### src/rtl/algo_3ror1w_rdrsp_collect.sv
// rtl/algo_3ror1w_rdrsp_collect.sv - read-response collector for the 3R/1W memory top
// Matches responses to issue tags, buffers them per port, gathers ECC statistics.
module algo_3ror1w_rdrsp_collect #(
    parameter int WIDTH      = 32,
    parameter int BITADDR    = 13,
    parameter int BITPADR    = 17,
    parameter int READ_DELAY = 4,
    parameter int TAGW       = 4,
    parameter int FIFODEPTH  = 8,
    parameter int BITFIFO    = 3,
    parameter int ERRCNTW    = 16
) (
    input  logic                   clk,
    input  logic                   rst,
    input  logic [2:0]             read,
    input  logic [3*BITADDR-1:0]   rd_adr,
    input  logic [3*TAGW-1:0]      rd_tag,
    output logic [2:0]             rd_cred,
    input  logic [2:0]             rd_vld,
    input  logic [3*WIDTH-1:0]     rd_dout,
    input  logic [2:0]             rd_serr,
    input  logic [2:0]             rd_derr,
    input  logic [3*BITPADR-1:0]   rd_padr,
    output logic [2:0]             rsp_vld,
    input  logic [2:0]             rsp_rdy,
    output logic [3*WIDTH-1:0]     rsp_dout,
    output logic [3*TAGW-1:0]      rsp_tag,
    output logic [3*BITADDR-1:0]   rsp_adr,
    output logic [2:0]             rsp_serr,
    output logic [2:0]             rsp_derr,
    output logic [ERRCNTW-1:0]     serr_cnt,
    output logic [ERRCNTW-1:0]     derr_cnt,
    output logic                   err_vld,
    output logic [BITPADR-1:0]     err_padr,
    output logic                   seq_err,
    output logic                   ovf_err,
    input  logic                   err_clr
);
    localparam int ENTW = WIDTH + TAGW + BITADDR + 2;
    localparam int CNTW = BITFIFO + 1;

    logic [2:0][READ_DELAY-1:0]              pv_q, pv_d;
    logic [2:0][READ_DELAY-1:0][TAGW-1:0]    pt_q, pt_d;
    logic [2:0][READ_DELAY-1:0][BITADDR-1:0] pa_q, pa_d;
    logic [2:0][FIFODEPTH-1:0][ENTW-1:0]     mem_q, mem_d;
    logic [2:0][BITFIFO-1:0]                 wp_q, wp_d, rp_q, rp_d;
    logic [2:0][CNTW-1:0]                    cnt_q, cnt_d;
    logic [ERRCNTW-1:0]                      serr_cnt_q, serr_cnt_d, derr_cnt_q, derr_cnt_d;
    logic                                    err_vld_q, err_vld_d, seq_err_q, seq_err_d, ovf_err_q, ovf_err_d;
    logic [BITPADR-1:0]                      err_padr_q, err_padr_d;

    // Credits count reads still in the pipeline so a full FIFO can never be overrun.
    always_comb begin
        int infl;
        rd_cred = '0;
        for (int p = 0; p < 3; p++) begin
            infl = 0;
            for (int s = 0; s < READ_DELAY; s++) infl = infl + int'(pv_q[p][s]);
            rd_cred[p] = rst && ((int'(cnt_q[p]) + infl) < FIFODEPTH);
        end
    end

    always_comb begin
        logic            exp_v, pop, full, push_ok;
        logic [ENTW-1:0] entry;
        logic [1:0]      ns, nd;
        logic [ERRCNTW:0] ssum, dsum;
        pv_d = pv_q; pt_d = pt_q; pa_d = pa_q; mem_d = mem_q;
        wp_d = wp_q; rp_d = rp_q; cnt_d = cnt_q;
        ns = '0; nd = '0;
        err_vld_d  = err_clr ? 1'b0 : err_vld_q;
        err_padr_d = err_clr ? '0 : err_padr_q;
        seq_err_d  = err_clr ? 1'b0 : seq_err_q;
        ovf_err_d  = err_clr ? 1'b0 : ovf_err_q;
        for (int p = 0; p < 3; p++) begin
            exp_v = pv_q[p][READ_DELAY-1];
            entry = rd_vld[p] ? {rd_dout[p*WIDTH +: WIDTH], pt_q[p][READ_DELAY-1],
                                 pa_q[p][READ_DELAY-1], rd_serr[p], rd_derr[p]}
                              : {{WIDTH{1'b0}}, pt_q[p][READ_DELAY-1],
                                 pa_q[p][READ_DELAY-1], 1'b0, 1'b1};
            pop     = (cnt_q[p] != '0) && rsp_rdy[p];
            full    = cnt_q[p] == CNTW'(FIFODEPTH);
            push_ok = exp_v && !(full && !pop);
            pv_d[p][0] = read[p];
            pt_d[p][0] = rd_tag[p*TAGW +: TAGW];
            pa_d[p][0] = rd_adr[p*BITADDR +: BITADDR];
            for (int s = 1; s < READ_DELAY; s++) begin
                pv_d[p][s] = pv_q[p][s-1];
                pt_d[p][s] = pt_q[p][s-1];
                pa_d[p][s] = pa_q[p][s-1];
            end
            if (exp_v != rd_vld[p]) seq_err_d = 1'b1;
            if ((read[p] && !rd_cred[p]) || (exp_v && full && !pop)) ovf_err_d = 1'b1;
            if (pop) rp_d[p] = rp_q[p] + BITFIFO'(1);
            if (push_ok) begin
                mem_d[p][wp_q[p]] = entry;
                wp_d[p] = wp_q[p] + BITFIFO'(1);
            end
            cnt_d[p] = cnt_q[p] + CNTW'(push_ok) - CNTW'(pop);
            // Ascending port order makes the lowest derr port win the capture.
            if (exp_v && rd_vld[p]) begin
                if (rd_derr[p]) begin
                    nd = nd + 2'd1;
                    if (!err_vld_d) begin
                        err_vld_d  = 1'b1;
                        err_padr_d = rd_padr[p*BITPADR +: BITPADR];
                    end
                end else if (rd_serr[p]) begin
                    ns = ns + 2'd1;
                end
            end
        end
        ssum = {1'b0, (err_clr ? {ERRCNTW{1'b0}} : serr_cnt_q)} + {{(ERRCNTW-1){1'b0}}, ns};
        dsum = {1'b0, (err_clr ? {ERRCNTW{1'b0}} : derr_cnt_q)} + {{(ERRCNTW-1){1'b0}}, nd};
        serr_cnt_d = ssum[ERRCNTW] ? {ERRCNTW{1'b1}} : ssum[ERRCNTW-1:0];
        derr_cnt_d = dsum[ERRCNTW] ? {ERRCNTW{1'b1}} : dsum[ERRCNTW-1:0];
    end

    always_ff @(posedge clk) begin
        if (!rst) begin
            pv_q <= '0; pt_q <= '0; pa_q <= '0;
            wp_q <= '0; rp_q <= '0; cnt_q <= '0;
            serr_cnt_q <= '0; derr_cnt_q <= '0;
            err_vld_q <= 1'b0; err_padr_q <= '0;
            seq_err_q <= 1'b0; ovf_err_q <= 1'b0;
        end else begin
            pv_q <= pv_d; pt_q <= pt_d; pa_q <= pa_d;
            wp_q <= wp_d; rp_q <= rp_d; cnt_q <= cnt_d;
            serr_cnt_q <= serr_cnt_d; derr_cnt_q <= derr_cnt_d;
            err_vld_q <= err_vld_d; err_padr_q <= err_padr_d;
            seq_err_q <= seq_err_d; ovf_err_q <= ovf_err_d;
        end
    end

    // Storage needs no reset; the head is masked by the count.
    always_ff @(posedge clk) begin
        mem_q <= mem_d;
    end

    always_comb begin
        logic [ENTW-1:0] head;
        rsp_vld = '0; rsp_dout = '0; rsp_tag = '0; rsp_adr = '0; rsp_serr = '0; rsp_derr = '0;
        for (int p = 0; p < 3; p++) begin
            rsp_vld[p] = cnt_q[p] != '0;
            head = rsp_vld[p] ? mem_q[p][rp_q[p]] : '0;
            rsp_derr[p] = head[0];
            rsp_serr[p] = head[1];
            rsp_adr[p*BITADDR +: BITADDR] = head[2 +: BITADDR];
            rsp_tag[p*TAGW +: TAGW]       = head[2+BITADDR +: TAGW];
            rsp_dout[p*WIDTH +: WIDTH]    = head[2+BITADDR+TAGW +: WIDTH];
        end
    end

    assign serr_cnt = serr_cnt_q;
    assign derr_cnt = derr_cnt_q;
    assign err_vld  = err_vld_q;
    assign err_padr = err_padr_q;
    assign seq_err  = seq_err_q;
    assign ovf_err  = ovf_err_q;
endmodule

### config.mk
export PLATFORM = sky130hd
export DESIGN_NAME = algo_3ror1w_rdrsp_collect
export DESIGN_NICKNAME = d
export VERILOG_FILES = /design/src/rtl/algo_3ror1w_rdrsp_collect.sv
export SDC_FILE = /design/constraint.sdc
export NUM_CORES = 2
export LEC_CHECK = 0
export CAP_MARGIN = 5
export CORE_MARGIN = 4
export CORE_UTILIZATION = 45
export DETAILED_ROUTE_END_ITERATION = 8
export SYNTH_ARGS = -nofsm -noshare
export SYNTH_HDL_FRONTEND = slang
export SYNTH_SLANG_ARGS = --single-unit
### constraint.sdc
create_clock -name clk -period 7.2 [get_ports clk]
set_input_delay 0.72 -clock clk [delete_from_list [all_inputs] [get_ports clk]]
set_output_delay 0.72 -clock clk [all_outputs]
set_load 0.02 [all_outputs]
Yosys cells after proc, flatten, opt, wreduce, memory -nomap -nowiden
Cells that the tools add are included.
Widths: inputs -> output; s select.
Word-level totals
  logic and storage cells: 222
  memory bits (read-only): 0
  output and inout bits: 211
  flip-flop bits (word level): 1522
  latch bits: 0
  memories kept: 0
  bits in writable memories: 0
  input bits: 216
Operators by class
  bitwise gates (word level): 0
  shifts and indexed selects: 0
  $add $sub $neg: 30
  reductions and logical operators: 44
  $lt $le $gt $ge: 12
  equality and inequality tests: 6
  div/mod/pow operators: 0
  multiplexer cells: 64
  multiply operators: 0
Operator list (count)
  $bwmux 408: 3
  $mux 51: 12
  $bmux 51 s3: 3
  $demux 51 s3: 3
  $mux 17: 10
  $mux 16: 4
  $add 16x2->17: 2
  $logic_and 1x1->1: 27
  $lt 3x4->1 const B: 6
  $mux 2: 10
  $reduce_bool 4->1: 5
  $mux 1: 19
  $add 3x1->3 const B: 6
  $add 4x4->5: 3
  $lt 5x4->1 const B: 3
  $add 3x1->4: 3
  $add 4x1->4: 3
  $eq 4x4->1 const B: 3
  $sub 4x1->4: 3
  $add 2x1->3: 3
  $ge 3x1->1 const B: 3
  $logic_not 1->1: 9
  $add 2x1->2 const B: 4
  $add 1x1->2: 3
  other kinds (2): 6

Logic depth before layout (Yosys ltp)
  word-level depth: 13
  depth in mapped cells: 14
  gate-level depth less buffers: 13

Least setup slack after synthesis
OpenSTA, ideal clock, no wires.
  kind: input -> register
  start point: input port rsp_rdy[0]
  end point: register mem_q[0] (netlist name), enable pin
  cell stages on the path: 4
  setup slack: 1.931 ns
  path buffers: 0
  data arrival time: 4.746 ns
  path through: nand2b_1 -> a31oi_1 -> nand2b_1 -> nor3_1
On the way
  word-level cells in the longest chain between the ends: 5
RTL lines
  from (decl): line 25  | input logic [2:0] rsp_rdy,
  $logic_and 1x1->1: line 81  | pop = (cnt_q[p] != '0) && rsp_rdy[p];
  $logic_not 1->1: line 83  | push_ok = exp_v && !(full && !pop);
  $logic_and 1x1->1: line 83
  $logic_not 1->1: line 83
  $logic_and 1x1->1: line 83
  to (signal assigned): line 137  | mem_q <= mem_d;
  to (decl): line 45  | logic [2:0][FIFODEPTH-1:0][ENTW-1:0] mem_q, mem_d;
Every way passes these cells.
A chain may end at the register's enable or synchronous reset.

Final worst setup path
  start point: register rp_q[4] (netlist name)
  end point: output port rsp_adr[19]
On the way
  word-level cells in the longest chain between the ends: 3
RTL lines
  from (decl): line 46  | logic [2:0][BITFIFO-1:0] wp_q, wp_d, rp_q, rp_d;
  from (signal assigned): line 128  | wp_q <= wp_d; rp_q <= rp_d; cnt_q <= cnt_d;
  $bmux 51 s3: line 145  | head = rsp_vld[p] ? mem_q[p][rp_q[p]] : '0;
  $mux 51 (not written as such): line 145
  $mux 51: line 145
  to (decl): line 28  | output logic [3*BITADDR-1:0] rsp_adr,
Every way passes these cells. The select of a mux whose other input is x is not followed.

==> results.toml <==
[run_status]
status = "finished clean"

[synthesis]
ys.flop_type = "edfxtp_1"
yosys.area.top_type = "edfxtp_1"
ys_warn_count = 0
synthTopCellsByArea = "edfxtp_1 63%, mux4_2 12%, dfxtp_1 10%"
ys_seq_area_frac = 0.738
synthArstFlopShare = 0
netlist.area_leader.share = 0.635
netlist_area_um2 = 57900
synth_nets = 3399
synth.avg_cell_area_um2 = 18.5
synth-seq-cells = 1522
ys_types = 55
synthCells = 3133
synth_edf_count = 1224

[cts]
postCtsHoldBufs = 0
cts_max_level = 4
cts_tree = "done"
clock-sinks = 1522
clock_path_buffers = 3
clk_latency_ns = 0.77
cts_setup_buffers = 0
numCtsBuffers = 156
root_buffer = "clkbuf_16"
cts.clk_slew.worst_paths_ns = 0.06
cts_resized = 0

[final_layout]
register_area_um2 = 42800
multi_input_area_um2 = 14500
final_nets = 3861
area_delta_synth_final_pct = 19.7
fill_cells = 9989
fin_util = 0.543
drive_above_1_share = 0.168

[pwr]
power_frac_clock = 0.346
p_seq_frac = 0.426
p_sw_mw = 6.39
vdd_drop_max_uv = 304
comb_power_share = 0.228
swShare = 0.273
p_leak_nw = 22.9
internal_power_mw = 17.0
powerDensity_nw_per_um2 = 337

[detailed_routing]
wl_mm = 133
ant_nets = 0
first_iter_violations = 1988
dr.pass1.iters = 5
vias = 29100
viasPerCell = 5.38
detail_route.wl_per_cell_um = 24.5
drc_errors = 0

[place]
io_buffers = 426
dp_hpwl_mm = 75.5
routabilityCongestion = 0.761

[worst_hold_path]
hp-class = "flop to flop"
hp-start = "pa_d[132]"
worstHoldEndpoint = "pa_d[145]"
whs_path_depth = 1

[die]
core_region_area_um2 = 128000
rows = 131
dieArea_um2 = 134000
die_h_um = 367
fp.dieW_um = 367
io_pins = 427
initial_utilization = 0.453

[worst_setup_path]
startpoint_type = "flop"
cp_data_arrival_time_ns = 4.02
end_kind = "primary output"
worstPathRequired_ns = 6.48
critPathKind = "flop to primary output"
worstRegToRegCells = 7
r2r-start = "cnt_q[2]"
r2r_end = "mem_q[110]"
r2r_setup_slack_ns = 3.69
crit_path_max_fanout = 74

[timing]
worstMarginPinSlew_ns = 1.17
period_needed_ns = 4.74
fin_crit_sh = 0.658
rsz0062_at_grt = "no"
hold_viol = 0
relSlewSlack = 0.221
slew_violations = 0
setup_tns_ns = 0
skew_ns = 0.0164
setup_viol = 0
fmax_mhz = 211

[flow_run]
max_cap_violations = 0

[global_routing]
grt_pass1_vias = 31200
grt_pass1_wl_mm = 198
antenna_found_initial = 22
grt_max_degree = 136
grt_overflow = 0
grt_usage = 0.197
[layout make-up]
class | instances | area share
diodes | 14 | 0.000506
clock buffers | 206 | 0.0610
clock inverters | 85 | 0.0135
inverters | 32 | 0.00173
multi-input cells | 1413 | 0.209
flip-flops and latches | 1522 | 0.617
well taps | 1662 | 0.0300
repair buffers | 470 | 0.0666
[critical path, stage by stage (launching register included)]
cell and delay (ns):
dfxtp_4 1.06, buf_4 0.57, mux4_2 0.28, mux2i_1 0.07, nor2_1 0.44, clkdlybuf4s50_1 0.71
[cell usage after synthesis, types with 3 or more instances]
master,number
edfxtp_1,1224
and2_1,323
mux4_2,306
dfxtp_1,298
nor2_1,248
mux2i_1,176
clkbuf_1,94
nand2_1,56
ha_1,42
a21oi_1,35
inv_1,31
nor2b_1,31
buf_2,30
buf_1,29
nand2b_1,27
xnor2_1,24
nor3_1,19
o21a_1,18
a211o_1,17
xor2_1,15
nand3_1,14
buf_4,11
fa_1,8
a21o_1,5
a31oi_1,4
o21ai_0,4
a211oi_1,3
nand4_1,3
nand4b_4,3
or4_1,3
[flip-flops by register name (all words and copies together), names as in the netlist]
| register | count |
|---|---|
| mem_q | 1224 |
| pa_d | 117 |
| pa_q | 39 |
| pt_d | 36 |
| err_padr | 17 |
| derr_cnt | 16 |
| serr_cnt | 16 |
| cnt_q | 12 |
| pt_q | 12 |
| pv_d | 9 |
| rp_q | 9 |
| wp_q | 9 |
| pv_q | 3 |
| err_vld | 1 |
| ovf_err | 1 |
| seq_err | 1 |
[through the flow]
step / worst slack, ns / power, mW / instances / hold slack, ns / area (um2)
floorplan: 1.93 / 13.4 / 3133 / 0.412 / 57900
finish: 2.46 / 23.4 / 5404 / 0.425 / 69300
global placement: 2.76 / 15.5 / 5099 / 0.414 / 64100
CTS: 2.32 / 23.7 / 5390 / 0.421 / 69200
detailed placement: 2.65 / 15.6 / 5099 / 0.417 / 64100
global route: 2.16 / 24.4 / 5392 / 0.437 / 69200
[metal layers]
metal / vias up / GRT usage / wire [um]
met3: 158 / 0.0545 / 9200
met2: 769 / 0.328 / 65500
met4: 6 / 0.0575 / 2990
met5: - / 0 / 46
met1: 15200 / 0.254 / 54900
li1: 13000 / - / -
[kinds of logic after synthesis]
| group | after synthesis | synth area share |
|---|---|---|
| buffers and inverters | 198 | 0.0145 |
| multiplexers | 482 | 0.149 |
| AO/OA/AOI/OAI | 97 | 0.0113 |
| AND/OR/NAND/NOR | 745 | 0.0689 |
| adder cells (fa/ha/maj) | 50 | 0.0118 |
| flip-flops | 1522 | 0.738 |
| XOR/XNOR | 39 | 0.00590 |
[power groups by stage]
stage / combinational (mW) / sequential (mW) / clock (mW)
2_1_floorplan: 3.59 / 9.81 / 0
3_3_place_gp: 5.38 / 10.2 / 0
3_5_place_dp: 5.42 / 10.2 / 0
4_1_cts: 5.44 / 9.98 / 8.29
5_1_grt: 5.71 / 10.0 / 8.68
6_report: 5.33 / 9.97 / 8.08
[how the worst max path moves through the flow]
| stage | start | endpoint | slack (ns) | cells past startpoint |
|---|---|---|---|---|
| after floorplan | rsp_rdy[0] | mem_q[0] | 1.93 | 4 |
| after detailed placement | rd_vld[0] | serr_cnt[11] | 2.65 | 15 |
| after global placement | rd_vld[0] | derr_cnt[2] | 2.76 | 15 |
| final | rp_q[4] | rsp_adr[19] | 2.46 | 5 |
| after global routing | rp_q[3] | rsp_adr[24] | 2.16 | 5 |
| after CTS | rp_q[3] | rsp_adr[24] | 2.32 | 5 |
[placed cells by master (no fill, tap or decap), drive strengths merged, types with 56 or more instances in the layout]
cell           count
and2             323
clkdlybuf4s50    424
mux2i            176
clkbuf           206
mux4             306
dfxtp            298
nor2             249
edfxtp          1224
nand2             56
clkinv            58
Note: power is estimated with default switching activity, not from simulation.
